--- config.mk ---
export PLATFORM = sky130hd
export DESIGN_NAME = jtkicker_objscan
export DESIGN_NICKNAME = d
export VERILOG_FILES = /design/src/rtl/jtkicker_obj_pkg.sv /design/src/rtl/jtkicker_objscan.sv
export SDC_FILE = /design/constraint.sdc
export NUM_CORES = 1
export LEC_CHECK = 0
export CAP_MARGIN = 0
export CORE_MARGIN = 5
export CORE_UTILIZATION = 56
export CTS_BUF_LIST = sky130_fd_sc_hd__clkbuf_16
export DETAILED_ROUTE_END_ITERATION = 12
export GPL_ROUTABILITY_DRIVEN = 0
export PLACE_DENSITY = 0.95
export SLEW_MARGIN = 15
export SYNTH_ARGS = -nofsm -noshare
export SYNTH_HDL_FRONTEND = slang
export SYNTH_SLANG_ARGS = --single-unit
--- constraint.sdc ---
create_clock -name clk -period 4.2 [get_ports clk]
set_input_delay 1.05 -clock clk [delete_from_list [all_inputs] [get_ports clk]]
set_output_delay 1.05 -clock clk [all_outputs]
set_load 0.005 [all_outputs]
--- src/rtl/jtkicker_obj_pkg.sv ---
// rtl/jtkicker_obj_pkg.sv - shared constants and FSM encoding for the object scanner
package jtkicker_obj_pkg;

  localparam logic [1:0] BYTE_Y    = 2'd0;
  localparam logic [1:0] BYTE_CODE = 2'd1;
  localparam logic [1:0] BYTE_ATTR = 2'd2;
  localparam logic [1:0] BYTE_X    = 2'd3;

  localparam int ATTR_CODE8 = 7;
  localparam int ATTR_VFLIP = 6;
  localparam int ATTR_HFLIP = 5;

  typedef enum logic [2:0] {
    ST_IDLE,
    ST_CHK,
    ST_RDC,
    ST_RDA,
    ST_RDX,
    ST_DRAW,
    ST_ACK
  } scan_state_t;

endpackage

--- src/rtl/jtkicker_objscan.sv ---
// rtl/jtkicker_objscan.sv - object RAM scanner feeding jtkicker_objdraw
// Optional per-line hit limit enabled by JTKICKER_OBJLIMIT_EN.
module jtkicker_objscan
  import jtkicker_obj_pkg::*;
#(
  parameter logic [5:0] OBJ_LAST = 6'd63,
  parameter logic [7:0] YOFFSET  = 8'd1,
  parameter logic [4:0] LIMIT    = 5'd24
) (
  input  logic       clk,
  input  logic       rst,
  input  logic       cen2,
  input  logic       hinit,
  input  logic [8:0] vdump,
  input  logic       flip,
  output logic [7:0] obj_addr,
  input  logic [7:0] obj_dout,
  output logic       draw,
  input  logic       busy,
  output logic [7:0] xpos,
  output logic [3:0] ysub,
  output logic [3:0] pal,
  output logic       hflip,
  output logic       vflip,
  output logic [8:0] code,
  output logic       done
);

  scan_state_t state;
  logic [5:0]  idx;
  logic [7:0]  vrender;
  logic [7:0]  ydiff;
  logic        hit;
  logic        unused_vdump8;

  assign unused_vdump8 = vdump[8];

`ifdef JTKICKER_OBJLIMIT_EN
  logic [4:0] hits;
`else
  logic unused_limit;
  assign unused_limit = ^LIMIT;
`endif

  // Y compare wraps at 8 bits so objects straddling line 0 still hit
  assign vrender = flip ? ~vdump[7:0] : vdump[7:0];
  assign ydiff   = vrender + YOFFSET - obj_dout;
  assign hit     = ydiff[7:4] == 4'd0;

  always_ff @(posedge clk or posedge rst) begin
    if (rst) begin
      state    <= ST_IDLE;
      idx      <= 6'd0;
      obj_addr <= 8'd0;
      draw     <= 1'b0;
      xpos     <= 8'd0;
      ysub     <= 4'd0;
      pal      <= 4'd0;
      hflip    <= 1'b0;
      vflip    <= 1'b0;
      code     <= 9'd0;
      done     <= 1'b1;
`ifdef JTKICKER_OBJLIMIT_EN
      hits     <= 5'd0;
`endif
    end else if (cen2) begin
      if (hinit) begin
        // a draw already accepted finishes in the draw stage; we just restart
        state    <= ST_CHK;
        idx      <= OBJ_LAST;
        obj_addr <= {OBJ_LAST, BYTE_Y};
        draw     <= 1'b0;
        done     <= 1'b0;
`ifdef JTKICKER_OBJLIMIT_EN
        hits     <= 5'd0;
`endif
      end else begin
        case (state)
          ST_IDLE: done <= 1'b1;
          ST_CHK: begin
            if (hit) begin
              ysub     <= ydiff[3:0];
              obj_addr <= {idx, BYTE_CODE};
              state    <= ST_RDC;
            end else if (idx == 6'd0) begin
              state <= ST_IDLE;
              done  <= 1'b1;
            end else begin
              idx      <= idx - 6'd1;
              obj_addr <= {idx - 6'd1, BYTE_Y};
            end
          end
          ST_RDC: begin
            code[7:0] <= obj_dout;
            obj_addr  <= {idx, BYTE_ATTR};
            state     <= ST_RDA;
          end
          ST_RDA: begin
            code[8]  <= obj_dout[ATTR_CODE8];
            vflip    <= obj_dout[ATTR_VFLIP] ^ flip;
            hflip    <= obj_dout[ATTR_HFLIP] ^ flip;
            pal      <= obj_dout[3:0];
            obj_addr <= {idx, BYTE_X};
            state    <= ST_RDA == ST_RDA ? ST_RDX : ST_RDX;
          end
          ST_RDX: begin
            xpos  <= flip ? 8'd240 - obj_dout : obj_dout;
            state <= ST_DRAW;
          end
          ST_DRAW: begin
            if (!busy) begin
              draw  <= 1'b1;
              state <= ST_ACK;
            end
          end
          ST_ACK: begin
            if (busy) begin
              draw <= 1'b0;
`ifdef JTKICKER_OBJLIMIT_EN
              hits <= hits + 5'd1;
              if (hits + 5'd1 == LIMIT) begin
                state <= ST_IDLE;
                done  <= 1'b1;
              end else
`endif
              if (idx == 6'd0) begin
                state <= ST_IDLE;
                done  <= 1'b1;
              end else begin
                idx      <= idx - 6'd1;
                obj_addr <= {idx - 6'd1, BYTE_Y};
                state    <= ST_CHK;
              end
            end
          end
          default: state <= ST_IDLE;
        endcase
      end
    end
  end

endmodule

==> key figures, run 1 <==
Logic synthesis
  – EDFF count, synth: 0
  – Synth Area in Adders: 7.36%
  – Post-Syn Instances: 306
  – Area share of the largest cell type after synthesis: 37.6%
  – Largest family of logic cells by synthesized area: compound AO/OA/AOI/OAI gates
  – Synth Warn #: 0
  – Xor/xnor cell area share of the yosys netlist: 6.11%
  – Register bit count reported by yosys: 46
  – Synthesized net count: 346
  – Leading area contributor after synthesis: dfrtp_1
  – Synthesized cell area: 2990 sq um
  – Simple-gate area share of the yosys netlist: 17.6%
  – Sequential area share after synthesis: 38.5%
  – Ys async rst share: 100%
  – Mux cell area share after synthesis: 5.23%
  – Most used standard cell by instance count after synthesis: dfrtp_1
  – Yosys cell types: 70
  – Synth top area cells: dfrtp_1 (38%), ha_1 (6.7%), mux2_1 (4.5%), nand2_1 (3.9%), o21ai_0 (3.5%)
  – Post-synth top flop: dfrtp_1
  – Compound-Gate Fraction of Synth Area: 21.0%
  – Synth cell count leaders: dfrtp_1 (45), nand2_1 (31), o21ai_0 (21)
  – Syn Area/Cell: 9.78 sq um

Clock network
  – Clock Pin Slew Worst Setup and Hold Paths: 60 ps
  – Worst skew pair latency: 290 ps
  – Hold buffer count at cts: 0
  – PostCTS Resize Cnt: 0
  – Htree depth: 2
  – CTS tree: done
  – CTS Buffer Depth: 2
  – Clock sink count: 46
  – TritonCTS Buffers: 5
  – Root Driver: clkbuf_16
  – Postcts setup bufs: 0

Cells and area
  – Nets: 416
  – Area delta synth->final: 31.2%
  – Design Area, Final: 3930 sq um
  – Share of cells above drive strength 1: 13.5%
  – Fillcell total: 339
  – Final core utilization: 76.4%
  – FF+latch area: 1150 sq um
  – Antenna Cells: 0
  – Multi-input gate area: 1710 sq um
  – Post-Layout Cell Count: 447

Routing
  – Mean number of vias per cell: 6.21
  – Average routed wire per standard cell: 19.0 microns
  – Final WL: 8.49 mm
  – Total number of vias: 2,774
  – Post-route DRC: 0
  – Initial detailed-routing violation count: 221
  – DRT Pass-1 Iters: 6
  – Antenna Nets Post-Route: 0

STA
  – Crit share post-route: 96.4%
  – Fmax: 247 MHz
  – Final Hold Fails: 0
  – Final setup vio count: 0
  – RSZ-0062 raised after global routing: false
  – Clock skew: 6.22 ps
  – Count of pins over their slew limit: 0
  – Final min period: 4050 ps
  – Slew @ Worst Pin: 963 ps
  – Rel. slew slack: 35.6%

Global route
  – Vias in the first global route: 2,897
  – All-Layer GR Usage: 25.0%
  – Initial antenna violation count: 0
  – First-pass GRT wire length: 14.1 mm
  – Largest net degree at the start of global routing: 47
  – Grt ovf: 0

Placement
  – Final HPWL DP: 5.97 mm
  – DP Area: 3730 sq um
  – Cells after DPL: 439
  – Port Buffers: 58

Run
  – Max cap viols: 0

Floorplanning
  – Chip width: 83.1 microns
  – Die ar.: 6900 sq um
  – IO Pins: 60
  – Initial core utilization: 58.2%
  – Core area: 5140 sq um
  – Die height: 83.1 microns
  – Placement Rows: 26

Critical path
  – Worst setup SP type: primary input
  – Worst-case reg-to-reg path depth: 6
  – R2R Setup Slk: 1770 ps
  – Critical Path End Type: flip-flop
  – CP required: 4390 ps
  – Critical Path Fanout Max: 5
  – CP arrival: 4240 ps
  – Setup CP Type: in -> reg
  – Worst r2r src: state[1]
  – Reg-to-reg endpoint: pal[3]

Worst hold path
  – HP Start: xpos[6]
  – Hold path cells: 2
  – Worst hold endpoint: xpos[6]
  – Hold Path Class: reg -> reg

Pwr
  – Total power: 2.12 mW
  – Static leakage: 1.69 nW
  – Maximum vdd drop: 0.243 mV
  – P per Cell Area: 540 nW/um^2

Run status
  – Status: completed
-- power by group --
group | total (mW) | internal (mW) | switching [mW]
clock | 0.507 | 0.339 | 0.168
sequential | 0.737 | 0.600 | 0.137
combinational | 0.878 | 0.471 | 0.407
total | 2.12 | 1.41 | 0.712
-- how the worst max path moves through the flow --
stage | start | slack (ps) | cells past startpoint | endpoint
floorplan | flip | 30 | 13 | ysub[0]
global placement | flip | -150 | 12 | ysub[0]
detailed placement | flip | -200 | 13 | obj_addr[2]
CTS | flip | 30 | 13 | obj_addr[2]
global route | vdump[1] | 50 | 13 | obj_addr[2]
finish | vdump[1] | 150 | 13 | obj_addr[2]
-- registers in the layout, summed over array words and instances (netlist names) --
register  flops
state         3
code          9
vflip         1
idx           6
done          1
obj_addr      8
pal           4
hflip         1
draw          1
xpos          8
ysub          4
-- stage by stage --
step                      setup TNS [ps]  setup WS [ps]  hold WS [ps]
after global routing                   0           50.3           504
after global placement             -1620           -146           461
final                                  0            150           484
after CTS                              0           34.2           489
after floorplan                        0           26.9           473
after detailed placement           -2670           -205           475
-- layout by cell type, fill, tap and decap left out, types with 2 or more instances in the layout --
| cell type | netlist | routed |
|---|---|---|
| nor2b_1 | 6 | 6 |
| nand4_1 | 2 | 2 |
| nand2_1 | 31 | 31 |
| mux2_1 | 12 | 12 |
| a311o_1 | 2 | 2 |
| nor2_2 | 2 | 2 |
| nor4_2 | 3 | 3 |
| o31ai_1 | 4 | 4 |
| xnor2_1 | 8 | 8 |
| buf_4 | 0 | 18 |
| a21oi_1 | 10 | 10 |
| o21ai_0 | 21 | 21 |
| a31oi_1 | 3 | 3 |
| o21a_1 | 2 | 2 |
| nand2b_1 | 5 | 5 |
| a211oi_1 | 3 | 3 |
| clkdlybuf4s50_1 | 0 | 57 |
| o211ai_1 | 2 | 2 |
| xor2_1 | 11 | 11 |
| and3_1 | 4 | 4 |
| o21ai_1 | 4 | 4 |
| a311oi_1 | 3 | 3 |
| bufinv_16 | 0 | 2 |
| o211ai_2 | 2 | 2 |
| inv_1 | 16 | 15 |
| clkinv_1 | 0 | 2 |
| nor2_1 | 19 | 19 |
| clkbuf_16 | 0 | 5 |
| nor3b_1 | 2 | 2 |
| nor3_1 | 9 | 9 |
| a21o_1 | 2 | 2 |
| o22ai_1 | 2 | 2 |
| nand3_1 | 3 | 3 |
| nor3_2 | 2 | 2 |
| ha_1 | 16 | 16 |
| a21boi_1 | 2 | 2 |
| dfrtp_1 | 45 | 45 |
-- final cells by class --
type / count / share of cell area [%]
inverter: 17 / 1.63
clock inverter: 3 / 1.63
tap: 70 / 2.23
multi-input combinational: 230 / 43.7
sequential: 46 / 29.4
timing repair buffer: 76 / 18.3
clock buffer: 5 / 3.19
-- layer usage --
layer  part of all wire (%)  vias up  global-route usage (%)
met4                    3.5        0                    14.1
met2                     51      152                    42.9
li1                       -     1245                       -
met3                    7.0       34                    4.36
met1                     38     1343                    29.3
met5                      0        -                       0
-- critical path: stages --
cell,delay (ps)
clkdlybuf4s50_1,420
xnor2_1,130
ha_1,270
inv_1,40
ha_1,220
fa_1,390
a211o_1,330
a211oi_2,260
o21a_2,250
o2111ai_4,200
buf_4,230
and3_1,180
nor3_1,260
-- cell families after synthesis --
group           count (synthesis)
compound gates                 82
xor+xnor                       20
fa+ha+maj                      17
buf+inv                        30
flops                          46
mux                            14
simple gates                   97
No activity file was read; power rests on OpenSTA's default activity.
==> run 2: changes to the inputs <==
--- a/config.mk
+++ b/config.mk
@@ -10,9 +10,10 @@
 export CORE_UTILIZATION = 56
 export CTS_BUF_LIST = sky130_fd_sc_hd__clkbuf_16
 export DETAILED_ROUTE_END_ITERATION = 12
-export GPL_ROUTABILITY_DRIVEN = 0
+export GPL_ROUTABILITY_DRIVEN = 1
 export PLACE_DENSITY = 0.95
 export SLEW_MARGIN = 15
 export SYNTH_ARGS = -nofsm -noshare
 export SYNTH_HDL_FRONTEND = slang
 export SYNTH_SLANG_ARGS = --single-unit
+export TNS_END_PERCENT = 30
==> key figures, run 2 (synthesized netlist as in run 1, its figures left out) <==
Run status
  – Status: completed

Floorplanning
  – IO Pins: 60 (unchanged)
  – Core area: 5140 sq um (unchanged)
  – Die height: 83.1 microns (unchanged)
  – Placement Rows: 26 (unchanged)
  – Initial core utilization: 58.2% (unchanged)
  – Die ar.: 6900 sq um (unchanged)
  – Chip width: 83.1 microns (unchanged)

Global route
  – Vias in the first global route: 2,909 (+0.41%)
  – Largest net degree at the start of global routing: 27 (-43%)
  – Grt ovf: 0 (unchanged)
  – All-Layer GR Usage: 26.1% (+1.1 points)
  – Initial antenna violation count: 0 (unchanged)
  – First-pass GRT wire length: 14.7 mm (+4.2%)

STA
  – Slew @ Worst Pin: 874 ps (-89.5 ps)
  – Clock skew: 9.90 ps (+3.69 ps)
  – Crit share post-route: 96.0% (-0.43 points)
  – RSZ-0062 raised after global routing: false
  – Rel. slew slack: 41.6% (+6.0 points)
  – Final setup vio count: 0 (unchanged)
  – Final min period: 4030 ps (-17.9 ps)
  – Count of pins over their slew limit: 0 (unchanged)
  – Final Hold Fails: 0 (unchanged)
  – Fmax: 248 MHz (+0.44%)
  – Final WS setup: 167 ps (+17.9 ps)

Clock network
  – PostCTS Resize Cnt: 0 (unchanged)
  – Hold buffer count at cts: 0 (unchanged)
  – Root Driver: clkbuf_16
  – Htree depth: 2 (unchanged)
  – CTS Buffer Depth: 2 (unchanged)
  – Worst skew pair latency: 290 ps (about the same)
  – TritonCTS Buffers: 5 (unchanged)
  – Clock sink count: 46 (unchanged)
  – CTS tree: done
  – Clock Pin Slew Worst Setup and Hold Paths: 70 ps (about the same)
  – Postcts setup bufs: 0 (unchanged)

Pwr
  – Maximum vdd drop: 0.271 mV (+12%)
  – Static leakage: 1.68 nW (-0.70%)
  – P per Cell Area: 517 nW/um^2 (-4.3%)

Placement
  – Port Buffers: 58 (unchanged)
  – RD Place Congestion: 0.898
  – Cells after DPL: 439 (unchanged)
  – DP Worst Slack: -180 ps (+24.8 ps)
  – Final HPWL DP: 5.89 mm (-1.2%)

Cells and area
  – Reg with most FFs: code
  – Antenna Cells: 0 (unchanged)
  – Fillcell total: 329 (-2.9%)
  – Max reg flops: 9 (unchanged)
  – Largest regs: code (9), obj_addr (8), xpos (8)
  – Post-Layout Cell Count: 447 (unchanged)
  – Area delta synth->final: 30.4%
  – Share of cells above drive strength 1: 13.5% (unchanged)
  – Most frequent cells in the layout: clkdlybuf4s50_1 (57), dfrtp_1 (45), nand2_1 (31)
  – Commonest non-fill, non-tap cell in the layout: clkdlybuf4s50_1
  – Nets: 416 (unchanged)

Routing
  – Total number of vias: 2,836 (+2.2%)
  – Antenna Nets Post-Route: 0 (unchanged)
  – Initial detailed-routing violation count: 296 (+34%)
  – Mean number of vias per cell: 6.34 (+2.2%)
  – Final WL: 8.75 mm (+3.0%)
  – Average routed wire per standard cell: 19.6 microns (+3.0%)
  – DRT Pass-1 Iters: 5 (-1)
  – Post-route DRC: 0 (unchanged)

Critical path
  – CP top delay family: compound AO/OA/AOI/OAI gates
  – CP Cell Sequence: clkdlybuf4s50_1 -> xnor2_1 -> ha_1 -> inv_1 -> ha_1 -> fa_1 -> a211o_1 -> a211oi_4 -> o21a_4 -> o211ai_2 -> a2111oi_0 -> nor3_1
  – CP arrival: 4190 ps (-50 ps)
  – Buffers plus inverters on the worst setup path: 2 (-1)
  – Setup CP Type: in -> reg
  – Most common cell on crit path: ha_1
  – Critical Path Fanout Max: 4 (-1)
  – Worst path max stage delay: 540 ps (+120 ps)
  – CP required: 4360 ps (-30 ps)
  – Critical Path End Type: flip-flop
  – Worst setup SP type: primary input
  – Worst path slowest cell: a2111oi_0
  – R2R Setup Slk: 1700 ps (-70 ps)

Run
  – Max cap viols: 0 (unchanged)

Worst hold path
  – Hold Path Class: reg -> reg
[run 2: changes by cell type in the layout (fill, tap and decap cells not counted), sizes merged]
| cell | delta |
|---|---|
| clkinv | +1 |
| bufinv | -2 |
| inv | +1 |
[run 2: stage by stage]
stage / setup TNS, ps / area [sq um] / util, % / hold WS [ps] / total power [mW]
3_3_place_gp: -1670 / 3730 / 72.6 / 461 / 1.54
3_5_place_dp: -2400 / 3730 / 72.6 / 471 / 1.60
4_1_cts: 0 / 3870 / 75.3 / 484 / 2.00
6_report: 0 / 3900 / 75.9 / 482 / 2.02
2_1_floorplan: 0 / 2990 / - / 473 / 1.16
5_1_grt: 0 / 3900 / 75.9 / 511 / 2.13
[run 2: report_power, final]
part | switching [mW] | internal [mW]
Combinational | 0.420 | 0.475
Clock | 0.167 | 0.215
Sequential | 0.139 | 0.600
Total | 0.726 | 1.29
[run 2: final timing paths]
check,from,endpoint,cells after the start
worst max-delay path,vdump[1],obj_addr[2],12
worst min-delay path,xpos[7],xpos[7],2
worst max register to register,state[1],pal[3],6
worst min register to register,xpos[7],xpos[7],2
max in group asynchronous,rst,pal[3],3
min in group asynchronous,rst,idx[5],2
[run 2: layout make-up]
type	instances	area, sq um	area share (%)
clock buffer	5	125	3.21
clock inverter	3	12.5	0.321
inverter	17	63.8	1.64
multi-input combinational	230	1740	44.6
sequential	46	1150	29.5
tap	70	87.6	2.25
timing repair buffer	76	718	18.4
[run 2: layer usage]
layer	up-vias	wire length, microns	GRT usage (%)	share of wire (%)
li1	1244	-	-	-
met1	1371	3340	32.2	38
met2	185	4350	42.2	50
met3	36	682	5.84	7.8
met4	0	369	14.3	4.2
met5	-	0	0	0
[run 2: worst register-to-register path, cell delays in order (launching register included)]
cell and delay (ps):
dfrtp_1 600, nor2_1 110, a21oi_1 240, nand2_1 360, nor2_1 300, nand2_1 330
mux2_1 430
